$ cat src/rtl/clock_set_controller.sv
// clock_set_controller: time-set sequencer for the binary hh:mm:ss clock core.
// Walks hours then minutes on debounced mode/inc pulses, freezes the core
// while editing and commits the result through a one-cycle load strobe.
// Optional alarm editing and ringing: define CLOCK_SET_ALARM_EN.
module clock_set_controller #(
   parameter int TIMEOUT_S = 30,
   parameter int HOUR_MOD  = 24
) (
   input  logic       clk,
   input  logic       reset,
   input  logic       tick_1hz,
   input  logic       btn_mode,
   input  logic       btn_inc,
   input  logic [4:0] cur_hours,
   input  logic [5:0] cur_minutes,
   input  logic [5:0] cur_seconds,
   output logic       run_en,
   output logic       load,
   output logic [4:0] load_hours,
   output logic [5:0] load_minutes,
   output logic [4:0] edit_hours,
   output logic [5:0] edit_minutes,
   output logic [1:0] edit_field,
`ifdef CLOCK_SET_ALARM_EN
   output logic       alarm_ring,
`endif
   output logic       blink
);

   typedef enum logic [2:0] {RUN, SET_HH, SET_MM, COMMIT, SET_AH, SET_AM} state_t;

   localparam logic [4:0] HMOD  = 5'(HOUR_MOD);
   localparam logic [4:0] HMAX  = 5'(HOUR_MOD - 1);
   localparam logic [5:0] TO_M1 = 6'(TIMEOUT_S - 1);

   state_t     state;
   logic [5:0] idle_cnt;
   logic       btn_any;

   assign btn_any = btn_mode | btn_inc;

`ifdef CLOCK_SET_ALARM_EN
   logic [4:0] alarm_hours, al_edit_hours;
   logic [5:0] alarm_minutes, al_edit_minutes;
   logic [5:0] ring_cnt;
   logic       alarm_hit;

   // alarm fires on the tick that starts the matching minute while the core runs
   assign alarm_hit = run_en && tick_1hz && (cur_seconds == 6'd0) &&
                      (cur_hours == alarm_hours) && (cur_minutes == alarm_minutes);
`else
   logic unused_sec;
   assign unused_sec = ^cur_seconds;
`endif

   // edit state machine; every output is registered alongside the state
   always_ff @(posedge clk) begin
      if (reset) begin
         state        <= RUN;
         run_en       <= 1'b1;
         load         <= 1'b0;
         load_hours   <= '0;
         load_minutes <= '0;
         edit_hours   <= '0;
         edit_minutes <= '0;
         edit_field   <= 2'b00;
         blink        <= 1'b0;
         idle_cnt     <= '0;
`ifdef CLOCK_SET_ALARM_EN
         alarm_hours     <= '0;
         alarm_minutes   <= '0;
         al_edit_hours   <= '0;
         al_edit_minutes <= '0;
         alarm_ring      <= 1'b0;
         ring_cnt        <= '0;
`endif
      end else begin
         load <= 1'b0;
         case (state)
            RUN: begin
               run_en     <= 1'b1;
               blink      <= 1'b0;
               edit_field <= 2'b00;
               idle_cnt   <= '0;
`ifdef CLOCK_SET_ALARM_EN
               // while ringing, any press only silences the alarm
               if (alarm_ring) begin
                  if (btn_any) alarm_ring <= 1'b0;
                  else if (tick_1hz) begin
                     if (ring_cnt == 6'd59) alarm_ring <= 1'b0;
                     else ring_cnt <= ring_cnt + 6'd1;
                  end
               end else if (alarm_hit && !btn_mode) begin
                  alarm_ring <= 1'b1;
                  ring_cnt   <= '0;
               end else
`endif
               if (btn_mode) begin
                  // out-of-range live hours start the edit at 0
                  edit_hours   <= (cur_hours >= HMOD) ? 5'd0 : cur_hours;
                  edit_minutes <= cur_minutes;
                  state        <= SET_HH;
                  run_en       <= 1'b0;
                  edit_field   <= 2'b01;
               end
            end
            COMMIT: begin
               // buttons are ignored here
               state      <= RUN;
               run_en     <= 1'b1;
               edit_field <= 2'b00;
               blink      <= 1'b0;
            end
            default: begin
               if (tick_1hz) blink <= ~blink;
               if (btn_any) idle_cnt <= '0;
               else if (tick_1hz) idle_cnt <= idle_cnt + 6'd1;
               if (btn_mode) begin
                  // mode has priority; inc in the same cycle is dropped
                  blink <= 1'b0;
                  case (state)
                     SET_HH: begin
                        state      <= SET_MM;
                        edit_field <= 2'b10;
                     end
`ifdef CLOCK_SET_ALARM_EN
                     SET_MM: begin
                        state           <= SET_AH;
                        edit_field      <= 2'b11;
                        al_edit_hours   <= alarm_hours;
                        al_edit_minutes <= alarm_minutes;
                     end
                     SET_AH: state <= SET_AM;
`endif
                     default: begin
                        state        <= COMMIT;
                        edit_field   <= 2'b00;
                        load         <= 1'b1;
                        load_hours   <= edit_hours;
                        load_minutes <= edit_minutes;
`ifdef CLOCK_SET_ALARM_EN
                        alarm_hours   <= al_edit_hours;
                        alarm_minutes <= al_edit_minutes;
`endif
                     end
                  endcase
               end else if (btn_inc) begin
                  case (state)
                     SET_HH: edit_hours <= (edit_hours == HMAX) ? 5'd0 : edit_hours + 5'd1;
                     SET_MM: edit_minutes <= (edit_minutes == 6'd59) ? 6'd0 : edit_minutes + 6'd1;
`ifdef CLOCK_SET_ALARM_EN
                     SET_AH: al_edit_hours <= (al_edit_hours == HMAX) ? 5'd0 : al_edit_hours + 5'd1;
                     SET_AM: al_edit_minutes <= (al_edit_minutes == 6'd59) ? 6'd0 : al_edit_minutes + 6'd1;
`endif
                     default: ;
                  endcase
               end else if (tick_1hz && idle_cnt == TO_M1) begin
                  // idle too long: drop the edit, core resumes from frozen value
                  state      <= RUN;
                  run_en     <= 1'b1;
                  edit_field <= 2'b00;
                  blink      <= 1'b0;
                  idle_cnt   <= '0;
               end
            end
         endcase
      end
   end

endmodule

$ cat config.mk
export PLATFORM = sky130hd
export DESIGN_NAME = clock_set_controller
export DESIGN_NICKNAME = d
export VERILOG_FILES = /design/src/rtl/clock_set_controller.sv
export SDC_FILE = /design/constraint.sdc
export NUM_CORES = 1
export LEC_CHECK = 0
export CORE_MARGIN = 2
export CORE_UTILIZATION = 43
export DETAILED_ROUTE_END_ITERATION = 10
export HOLD_SLACK_MARGIN = 0.1
export PLACE_DENSITY_LB_ADDON = 0.1
export SLEW_MARGIN = 10
export SYNTH_ARGS = -nofsm -noshare
export SYNTH_HDL_FRONTEND = slang
export SYNTH_SLANG_ARGS = --single-unit
$ cat constraint.sdc
create_clock -name clk -period 2.3 [get_ports clk]
set_clock_uncertainty 0.2 [all_clocks]
set_input_delay 0.23 -clock clk [delete_from_list [all_inputs] [get_ports clk]]
set_output_delay 0.23 -clock clk [all_outputs]
set_load 0.01 [all_outputs]
==> flow_metrics.py <==
metrics = {
    "yosys": {
        "ys_dominant_reg_cell": "dfxtp_1",
        "synthesis.nets": 265,
        "synthesis.instances": 231,
        "synth-seq-area-share": 0.377,
        "yosysMostFrequentCell": "nand2_1",
        "async_reset_ff_frac": 0,
        "synth.top_cells.by_area": "dfxtp_1 38%, nand2_1 8.3%, ha_1 8.1%",
        "post_synthesis_share_of_cell_area_spent_on_xor_and_xnor_gates": 0.00943,
        "yosys_warnings": 0,
        "yosys-mux-area-fraction": 0.00539,
        "post_synth_fa_ha_maj_area_fraction": 0.0809,
        "share_of_the_synthesized_area_in_compound_gates_ao_oa_aoi_oai": 0.229,
        "synth_area_per_cell_um2": 8.04,
        "yosys-top-cells-count": "41 x nand2_1, 35 x dfxtp_1, 23 x a21oi_1, 12 x ha_1, 12 x nor2_1",
        "synth.distinct_cells": 47,
        "post_synth_instance_area_um2": 1860,
        "synth-edff-count": 0,
        "combinational_family_with_the_most_area_after_synthesis": "simple AND/OR/NAND/NOR gates",
        "synth-simple-area-share": 0.245,
        "synth_top_area_cell": "dfxtp_1",
        "number_of_register_bits_inferred_by_synthesis": 35,
        "yosysTopAreaCellShare": 0.377,
    },
    "clock_tree": {
        "tritoncts_clock_tree": "done",
        "post-cts-setup-buffer-count": 0,
        "cts-hold-fix-buffers": 0,
        "clock_tree_buffer_depth": 2,
        "worst_setup_hold_path_clk_slew_ps": 70,
        "h_tree_depth": 2,
        "clock-root-buffer": "clkbuf_8",
        "clock-sinks": 35,
        "cts_made_buffers": 5,
        "worstSkewPairLatency_ps": 280,
    },
    "global_routing": {
        "via_count_of_the_first_global_routing_pass": 1637,
        "global_route_wire_length_before_repair_um": 7830,
        "maximum_number_of_pins_on_one_net_before_global_route_repair": 14,
        "grt_util_all_layers": 0.196,
        "antenna_found_initial": 0,
        "grt.overflow.total": 0,
    },
    "power_and_ir_drop": {
        "power_switching_share": 0.304,
        "post-layout-total-power_w": 0.00152,
        "cell_internal_pwr_w": 0.00106,
        "leakage_power_nw": 0.952,
        "portion_of_total_power_attributed_to_sequential_cells": 0.453,
        "power_share_of_the_clock_group": 0.281,
        "pwr-share-comb": 0.266,
        "power.density_nw_per_um2": 607,
        "peak_vdd_ir_v": 0.000322,
        "power.switching_w": 0.000464,
    },
    "timing": {
        "finalCritPeriodShare": 0.916,
        "finalSetupViolCount": 0,
        "report.final.slew_viol_count": 0,
        "slew_headroom": 0.709,
        "hold_viol_final": 0,
        "post_route_worst_setup_slack_ps": 192,
        "max_freq_mhz": 474,
        "fin_crit_ps": 2110,
        "worst-slew-pin-transition_ps": 436,
    },
    "drt": {
        "via_per_inst": 5.47,
        "dr.first_iter.drc_count": 143,
        "routed_wl_um": 4650,
        "detail_route.first_pass.iterations": 4,
        "detail_route.drc_violations": 0,
        "route.antenna.remaining_nets": 0,
        "vias": 1831,
        "routed_wire_length_per_instance_um": 13.9,
    },
    "status": {
        "run_status": "complete, no violations",
    },
    "layout": {
        "stdcell_area_um2": 2510,
        "syn2layout_area_growth_pct": 35.3,
        "fillers": 379,
        "final_layout_size_suffix_gt1_frac": 0.0982,
        "antenna-diode-count": 0,
        "final_nets": 318,
    },
    "floorplanning": {
        "die-area_um2": 4860,
        "chipWidth_um": 69.7,
        "ioPinCount": 49,
        "row_count": 23,
        "floorplan.core_area_um2": 4090,
        "initial_utilization": 0.454,
        "die_height_um": 69.7,
    },
    "placed_design": {
        "routability_congestion_estimate": 0.849,
        "hpwl_um": 3310,
        "post_dp_cell_area_um2": 2410,
        "input_output_buffers": 42,
        "detailedPlace.worstSlack_ps": -88.4,
    },
    "setup_path": {
        "critical_path_arrival_ps": 2120,
        "worstSetupEndpointType": "flop",
        "timing.critical_path.from_type": "flop",
        "cp_data_required_time_ps": 2320,
        "r2r_slack_ps": 190,
        "critPathKind": "flop to flop",
        "crit_fanout": 6,
    },
    "worst_hold_path": {
        "timing.hold.worst.class": "flop to flop",
    },
    "job": {
        "timing.max_cap.violations": 0,
    },
}
## timing repair
action                     4_1_cts  5_1_grt
setup endpoints to repair        0        6
gates resized for setup          0        3
hold endpoints to repair         0        0
## registers in the layout, summed over array words and instances, names as in the netlist, 2 cells and up
register and flops:
edit_field 2, edit_hours 5, idle_cnt 6, load_minutes 6, edit_minutes 6, load_hours 5
state 2
## final cells by class
type                            count  area (um^2)  share of cell area
Timing Repair Buffer               60          556               0.221
Inverter                           10         37.5              0.0149
Clock buffer                        7         76.3              0.0304
Tap cell                           50         62.6              0.0249
Sequential cell                    35          701               0.279
Multi-Input combinational cell    172         1070               0.428
Clock inverter                      1         5.00             0.00199
## power by group through the flow
stage | Clock (W) | Sequential, W | Combinational (W)
floorplan | 0 | 0.000711 | 0.000207
global placement | 0 | 0.000705 | 0.000388
detailed placement | 0 | 0.000704 | 0.000390
CTS | 0.000446 | 0.000690 | 0.000394
global route | 0.000477 | 0.000699 | 0.000448
finish | 0.000429 | 0.000690 | 0.000406
## per-stage QoR
stage,TNS [ps],cells,hold slack [ps],util
floorplan,0,231,208,-
global placement,-101,327,243,0.591
detailed placement,-218,327,250,0.591
CTS,0,335,260,0.611
global route,-2.57,335,278,0.615
finish,0,335,256,0.615
## worst max-delay path, cell delays in order, from the launching register on
cell and delay, ps:
dfxtp_1 330, inv_1 90, ha_4 190, or3_4 370, a211o_1 350, or3b_1 390
a21oi_1 140
## per-layer routing
metal | global-route usage | vias up | wire length [um] | share of wire
li1 | - | 937 | - | -
met1 | 0.276 | 857 | 2350 | 0.51
met2 | 0.303 | 31 | 2070 | 0.44
met3 | 0.0480 | 6 | 183 | 0.039
met4 | 0.0449 | 0 | 51 | 0.011
met5 | 0 | - | 0 | 0
## path summary, 6_finish.rpt
kind,end,depth (start not counted),from
worst max-delay path,idle_cnt[1],6,state[0]
worst min-delay path,load_hours[3],2,load_hours[3]
worst max register to register,idle_cnt[1],6,state[0]
worst min register to register,load_hours[3],2,load_hours[3]
## cell usage in the layout (no fill, tap or decap), drive strengths merged, types with 3 or more instances in the layout
| cell | instances |
|---|---|
| inv | 10 |
| a311oi | 4 |
| ha | 12 |
| dfxtp | 35 |
| nand3 | 10 |
| buf | 18 |
| a31oi | 5 |
| a211oi | 4 |
| clkdlybuf4s50 | 42 |
| or3 | 5 |
| nor2 | 13 |
| o21ai | 7 |
| o41ai | 3 |
| nand3b | 3 |
| a21oi | 23 |
| a221oi | 3 |
| nand2 | 41 |
| nand2b | 3 |
| clkbuf | 7 |
| and3 | 5 |
## logic make-up after synthesis
logic type / Yosys count
simple gates: 93
flops: 35
fa+ha+maj: 12
buf+inv: 24
mux: 1
xor+xnor: 2
compound gates: 64
Note: power is estimated with default switching activity, not from simulation.
